**src/rtl/cpu_pkg.sv**
```systemverilog
// cpu_pkg: datapath sizing, ALU op codes and bus source indices shared by the
// datapath and the control-output module.
package cpu_pkg;
    localparam int WIDTH = 16;
    localparam int NREGS = 8;
    localparam logic [1:0] ALU_ADD = 2'd0;
    localparam logic [1:0] ALU_SUB = 2'd1;
    localparam logic [1:0] ALU_XOR = 2'd2;
    // Bus source slots; a lower index wins when several drivers are active.
    localparam int SRC_DIN = 0;
    localparam int SRC_G   = 1;
    localparam int SRC_PC  = 2;
    localparam int SRC_R0  = 3;
    function automatic logic [1:0] alu_op(input logic addsub, input logic xorctrl);
        return xorctrl ? ALU_XOR : (addsub ? ALU_SUB : ALU_ADD);
    endfunction
endpackage

```
**src/rtl/cpu_reg.sv**
```systemverilog
// cpu_reg: load-enable register with asynchronous active-low clear.
module cpu_reg
    import cpu_pkg::*;
#(
    parameter int W = WIDTH
) (
    input  logic         clk,
    input  logic         resetn,
    input  logic         en_i,
    input  logic [W-1:0] d_i,
    output logic [W-1:0] q_o
);
    always_ff @(posedge clk or negedge resetn)
        if (!resetn) q_o <= '0;
        else if (en_i) q_o <= d_i;
endmodule

```
**src/rtl/cpu_datapath.sv**
```systemverilog
// cpu_datapath: single-bus datapath (R0..R7, A, G, PC, IR) executing the
// per-cycle strobes issued by the control unit.
module cpu_datapath #(
    parameter int WIDTH = 16,
    parameter int NREGS = 8
) (
    input  logic             clk,
    input  logic             resetn,
    input  logic [NREGS-1:0] rin,
    input  logic [NREGS-1:0] rout,
    input  logic             ain,
    input  logic             gin,
    input  logic             gout,
    input  logic             pcin,
    input  logic             pcincr,
    input  logic             pcout,
    input  logic             addsub,
    input  logic             xorctrl,
    input  logic             dinout,
    input  logic             irin,
    input  logic [WIDTH-1:0] din,
    output logic [WIDTH-1:0] bus,
    output logic [WIDTH-1:0] ir,
    output logic [WIDTH-1:0] pc,
    output logic [WIDTH-1:0] g,
    output logic             bus_err
);
    import cpu_pkg::*;
    localparam int NSRC = SRC_R0 + NREGS;
    logic [WIDTH-1:0] r_q [NREGS];
    logic [WIDTH-1:0] src_val [NSRC];
    logic [NSRC-1:0]  drv;
    logic [WIDTH-1:0] bus_v, a_q, g_q, ir_q, pc_q, pc_d, alu;
    logic [1:0]       op;
    logic             err_q, err_d;
    assign drv = {rout, pcout, gout, dinout};
    // Scan from the weakest source up so the strongest active driver is written last.
    always_comb begin
        src_val[SRC_DIN] = din;
        src_val[SRC_G]   = g_q;
        src_val[SRC_PC]  = pc_q;
        for (int i = 0; i < NREGS; i++) src_val[SRC_R0+i] = r_q[i];
        bus_v = '0;
        for (int i = NSRC - 1; i >= 0; i--) if (drv[i]) bus_v = src_val[i];
    end
    assign op    = alu_op(addsub, xorctrl);
    assign alu   = op == ALU_XOR ? a_q ^ bus_v : op == ALU_SUB ? a_q - bus_v : a_q + bus_v;
    assign pc_d  = pcin ? bus_v : pcincr ? pc_q + WIDTH'(1) : pc_q;
    assign err_d = err_q | ($countones(drv) > 1);
    for (genvar k = 0; k < NREGS; k++) begin : g_regs
        cpu_reg #(.W(WIDTH)) u_r (.clk(clk), .resetn(resetn), .en_i(rin[k]), .d_i(bus_v), .q_o(r_q[k]));
    end
    cpu_reg #(.W(WIDTH)) u_a  (.clk(clk), .resetn(resetn), .en_i(ain),  .d_i(bus_v), .q_o(a_q));
    cpu_reg #(.W(WIDTH)) u_g  (.clk(clk), .resetn(resetn), .en_i(gin),  .d_i(alu),   .q_o(g_q));
    cpu_reg #(.W(WIDTH)) u_ir (.clk(clk), .resetn(resetn), .en_i(irin), .d_i(din),   .q_o(ir_q));
    always_ff @(posedge clk or negedge resetn)
        if (!resetn) begin
            pc_q  <= '0;
            err_q <= 1'b0;
        end else begin
            pc_q  <= pc_d;
            err_q <= err_d;
        end
    assign bus     = bus_v;
    assign ir      = ir_q;
    assign pc      = pc_q;
    assign g       = g_q;
    assign bus_err = err_q;
endmodule

```
**config.mk**
```make
export PLATFORM = sky130hd
export DESIGN_NAME = cpu_datapath
export DESIGN_NICKNAME = d
export VERILOG_FILES = /design/src/rtl/cpu_pkg.sv /design/src/rtl/cpu_reg.sv /design/src/rtl/cpu_datapath.sv
export SDC_FILE = /design/constraint.sdc
export NUM_CORES = 1
export LEC_CHECK = 0
export CAP_MARGIN = 15
export CORE_AREA = 2 2 159 161
export CTS_BUF_LIST = sky130_fd_sc_hd__clkbuf_4
export CTS_CLUSTER_DIAMETER = 200
export CTS_CLUSTER_SIZE = 14
export DETAILED_ROUTE_END_ITERATION = 6
export DIE_AREA = 0 0 161 163
export PLACE_DENSITY = 0.65
export SLEW_MARGIN = 15
export SYNTH_ARGS = -nofsm -noshare
export SYNTH_HDL_FRONTEND = slang
export SYNTH_HIERARCHICAL = 1
export SYNTH_SLANG_ARGS = --single-unit
```
**constraint.sdc**
```tcl
create_clock -name clk -period 5.8 [get_ports clk]
set_input_delay 0.58 -clock clk [delete_from_list [all_inputs] [get_ports clk]]
set_output_delay 0.58 -clock clk [all_outputs]
set_load 0.03 [all_outputs]
```
==> metrics.cfg <==
[run_status]
status = complete, no violations

[cts]
cts_tree = yes
root_buffer = clkbuf_4
clkTransAtPathRegs_ns = 0.16
cts_num_sinks = 193
post_cts.repair.setup_buffers = 0
post_cts_resize_count = 0
htree_levels = 4
clk_latency_ns = 0.58
cts_made_buffers = 17
cts-hold-fix-buffers = 0
cts_buffer_depth = 2

[yosys]
synth_area_leaders = dfrtp_1 (43%), mux2_4 (15%), mux2_2 (6.7%)
synth.area.mux_share = 0.215
ys_warn_count = 6
syn_avg_cell_area_um2 = 12.2
ys_types = 82
ys_seq_area_frac = 0.426
synth_cells = 929
synth-compound-area-share = 0.143
yosys.area_share.simple = 0.0815
synth_fp_nets = 999
synth_edf_count = 0
synthArstFlopShare = 1.00
synth_flop_cell = dfrtp_1
synth-xor-area-share = 0.0417
yosys.area.top_type = dfrtp_1
yosys.area_share.adder = 0.0340
syn_area_um2 = 11300
synth_top_family_by_area = multiplexers
ys_ff_latch = 193
yosysTopAreaCellShare = 0.426

[sta]
relSlewSlack = 0.170
setup_ws_ns = 0.718
tightest_slew_ns = 1.24
hold_viol = 0
fmax_mhz = 197
drv_slew = 0
rsz0062_at_grt = false
period_minus_slack_ns = 5.08
clock_skew_ns = 0.0211
setup-violations-final = 0
period_share = 0.876
fin_setup_tns_ns = 0

[placement]
gp_congestion = 0.923
portBuffers = 108
dp_worst_setup_slack_ns = 0.165
dp_hpwl_um = 22200

[layout]
layout-drive-gt1-share = 0.278
area_growth_pct = 14.2
nNetsFinal = 1120
fillers = 2187
multi_input_area_um2 = 5840
final-seq-area_um2 = 4830

[die]
die-area_um2 = 26200
rows = 58
initial_core_util = 0.460
pin_count = 109
die_height_um = 163
core_area_um2 = 24700
die_x_um = 161

[worst_setup_path]
crit_path_end_kind = flop
critPathMaxStageDelay_ns = 0.56
critPathKind = in -> reg
crit_arrival_ns = 5.55
r2r_start = g_regs[6].u_r/q_o[1]
crit_family = simple AND/OR/NAND/NOR gates
reg2reg_depth = 20
cp_cell_sequence = clkdlybuf4s50_1 -> buf_4 -> nor4_1 -> nand2_1 -> nor3_1 -> o41ai_4 -> inv_1 -> ha_1 -> nand3_1 -> o21ai_0 -> xor2_1 -> ha_1 -> a21o_1 -> a21o_1 -> a21o_1 -> or3_1 -> o2111ai_1 -> and2_1 -> nand2b_1 -> o2111ai_1 -> o311ai_1 -> mux2_2
crit_buf_inv = 3
worst_path_max_delay_cell = clkdlybuf4s50_1
r2r_slack_ns = 1.12
crit_fanout = 14
start_kind = primary input
r2r-end = u_g/q_o[15]
crit_top_cell = a21o_1
worstPathRequired_ns = 6.27

[drt]
viasPerCell = 5.68
vias = 7917
drt-initial-drc-count = 644
drc_errors = 0
drt_pass1_iterations = 7
ant_nets = 0
wl_per_cell_um = 21.9
wl_um = 30600

[global_route]
met1_usage = 0.350
antenna_found_initial = 1
met3_usage = 0.0377
use_met2 = 0.363
grt_pass1_wl_um = 48100
grt_use_total = 0.238
grt_overflow = 0
grt_max_degree = 95
grt.busiest_layer = met2
grt_pass1_vias = 7992

[pwr]
vdd_ir_drop_max_v = 0.000188
p_per_area_nw_per_um2 = 358
leakagePower_nw = 5.52

[run]
cap_violations = 0

[hold_path]
hp-class = in -> async

## worst reg2reg max path: stages (launching register included)
cell       delay (ns)
dfrtp_1          0.38
a21oi_1          0.08
a2111oi_2        0.45
nor3_1           0.18
o41ai_4          0.37
inv_1            0.08
ha_1             0.22
nand2_1          0.08
o21ai_0          0.09
xor2_1           0.17
ha_1             0.34
and2_1           0.17
a221oi_1         0.34
a21boi_1         0.17
o311a_1          0.36
o2111ai_1        0.24
and2_1           0.20
nand2b_1         0.08
o2111ai_1        0.18
o311ai_1         0.12
mux2_2           0.27
## cell usage in the layout (no fill, tap or decap), types with 11 or more instances in the layout
cell type          n
dfrtp_1          193
mux2_4           110
clkdlybuf4s50_1  107
inv_1             30
a221oi_1          11
a21oi_1           46
buf_4             50
xnor2_1           33
nor2_1            38
nor2b_1           13
ha_1              18
o21ai_0           37
nand2_1           54
nand2b_1          13
clkbuf_4          20
mux2_2            68
xor2_1            21
## cell type report
cell class / instances / area share
sequential: 193 / 0.373
inverter: 34 / 0.00985
timing repair buffer: 159 / 0.114
multi-input combinational: 645 / 0.451
clock buffer: 20 / 0.0116
clock inverter: 12 / 0.00840
antenna: 1 / 0.000193
tap: 330 / 0.0319
## cells in the mapped netlist (11+ instances only)
master and n:
a21oi_1 46, a221oi_1 11, buf_12 11, buf_2 12, buf_6 16, clkbuf_1 11
dfrtp_1 193, ha_1 18, inv_1 30, mux2_2 68, mux2_4 110, nand2_1 54
nand2b_1 13, nor2_1 38, nor2b_1 13, o21ai_0 37, xnor2_1 33, xor2_1 21
## registers in the layout (all words and copies together), names as in the netlist
register and cells:
g_regs.u_r/q_o 128, pc 16, u_a/q_o 16, u_g/q_o 16
u_ir/q_o 16, bus_err 1
## per-stage QoR
stage | hold slack, ns | instances | util | cell area (um^2) | total power, mW
after detailed placement | 0.474 | 1361 | 0.515 | 12700 | 3.95
after global routing | 0.0697 | 1394 | 0.525 | 13000 | 4.91
after floorplan | 0.284 | 929 | - | 11300 | 3.27
final | 0.0385 | 1394 | 0.525 | 13000 | 4.64
after CTS | 0.0631 | 1393 | 0.525 | 13000 | 4.66
after global placement | 0.481 | 1361 | 0.515 | 12700 | 3.93
## worst max path at each step
stage                        from           to  slack, ns  cells after the start
after CTS                 rout[2]  u_g/q_o[15]       0.77                     21
after global routing       dinout  u_g/q_o[15]       0.41                     21
after floorplan           rout[2]  u_g/q_o[15]       0.34                     21
after detailed placement  rout[2]  u_g/q_o[15]       0.17                     21
after global placement    rout[2]  u_g/q_o[15]       0.23                     21
final                     rout[2]  u_g/q_o[15]       0.72                     22
## metal layers
layer | vias to the layer above | part of all wire
met2 | 225 | 0.45
met5 | - | 0
li1 | 3630 | -
met4 | 0 | 0.022
met1 | 4021 | 0.48
met3 | 41 | 0.044
## report_power, final
group	switching, mW	total (mW)	internal, mW
combinational	0.985	1.97	0.985
clock	0.483	0.713	0.230
sequential	0.291	1.96	1.67
total	1.76	4.64	2.88
## logic make-up after synthesis
logic type / Yosys count
adder cells (fa/ha/maj): 26
buffers and inverters: 91
AND/OR/NAND/NOR: 175
XOR/XNOR: 54
multiplexers: 180
AO/OA/AOI/OAI: 210
flip-flops: 193
(Power assumes the default switching activity.)
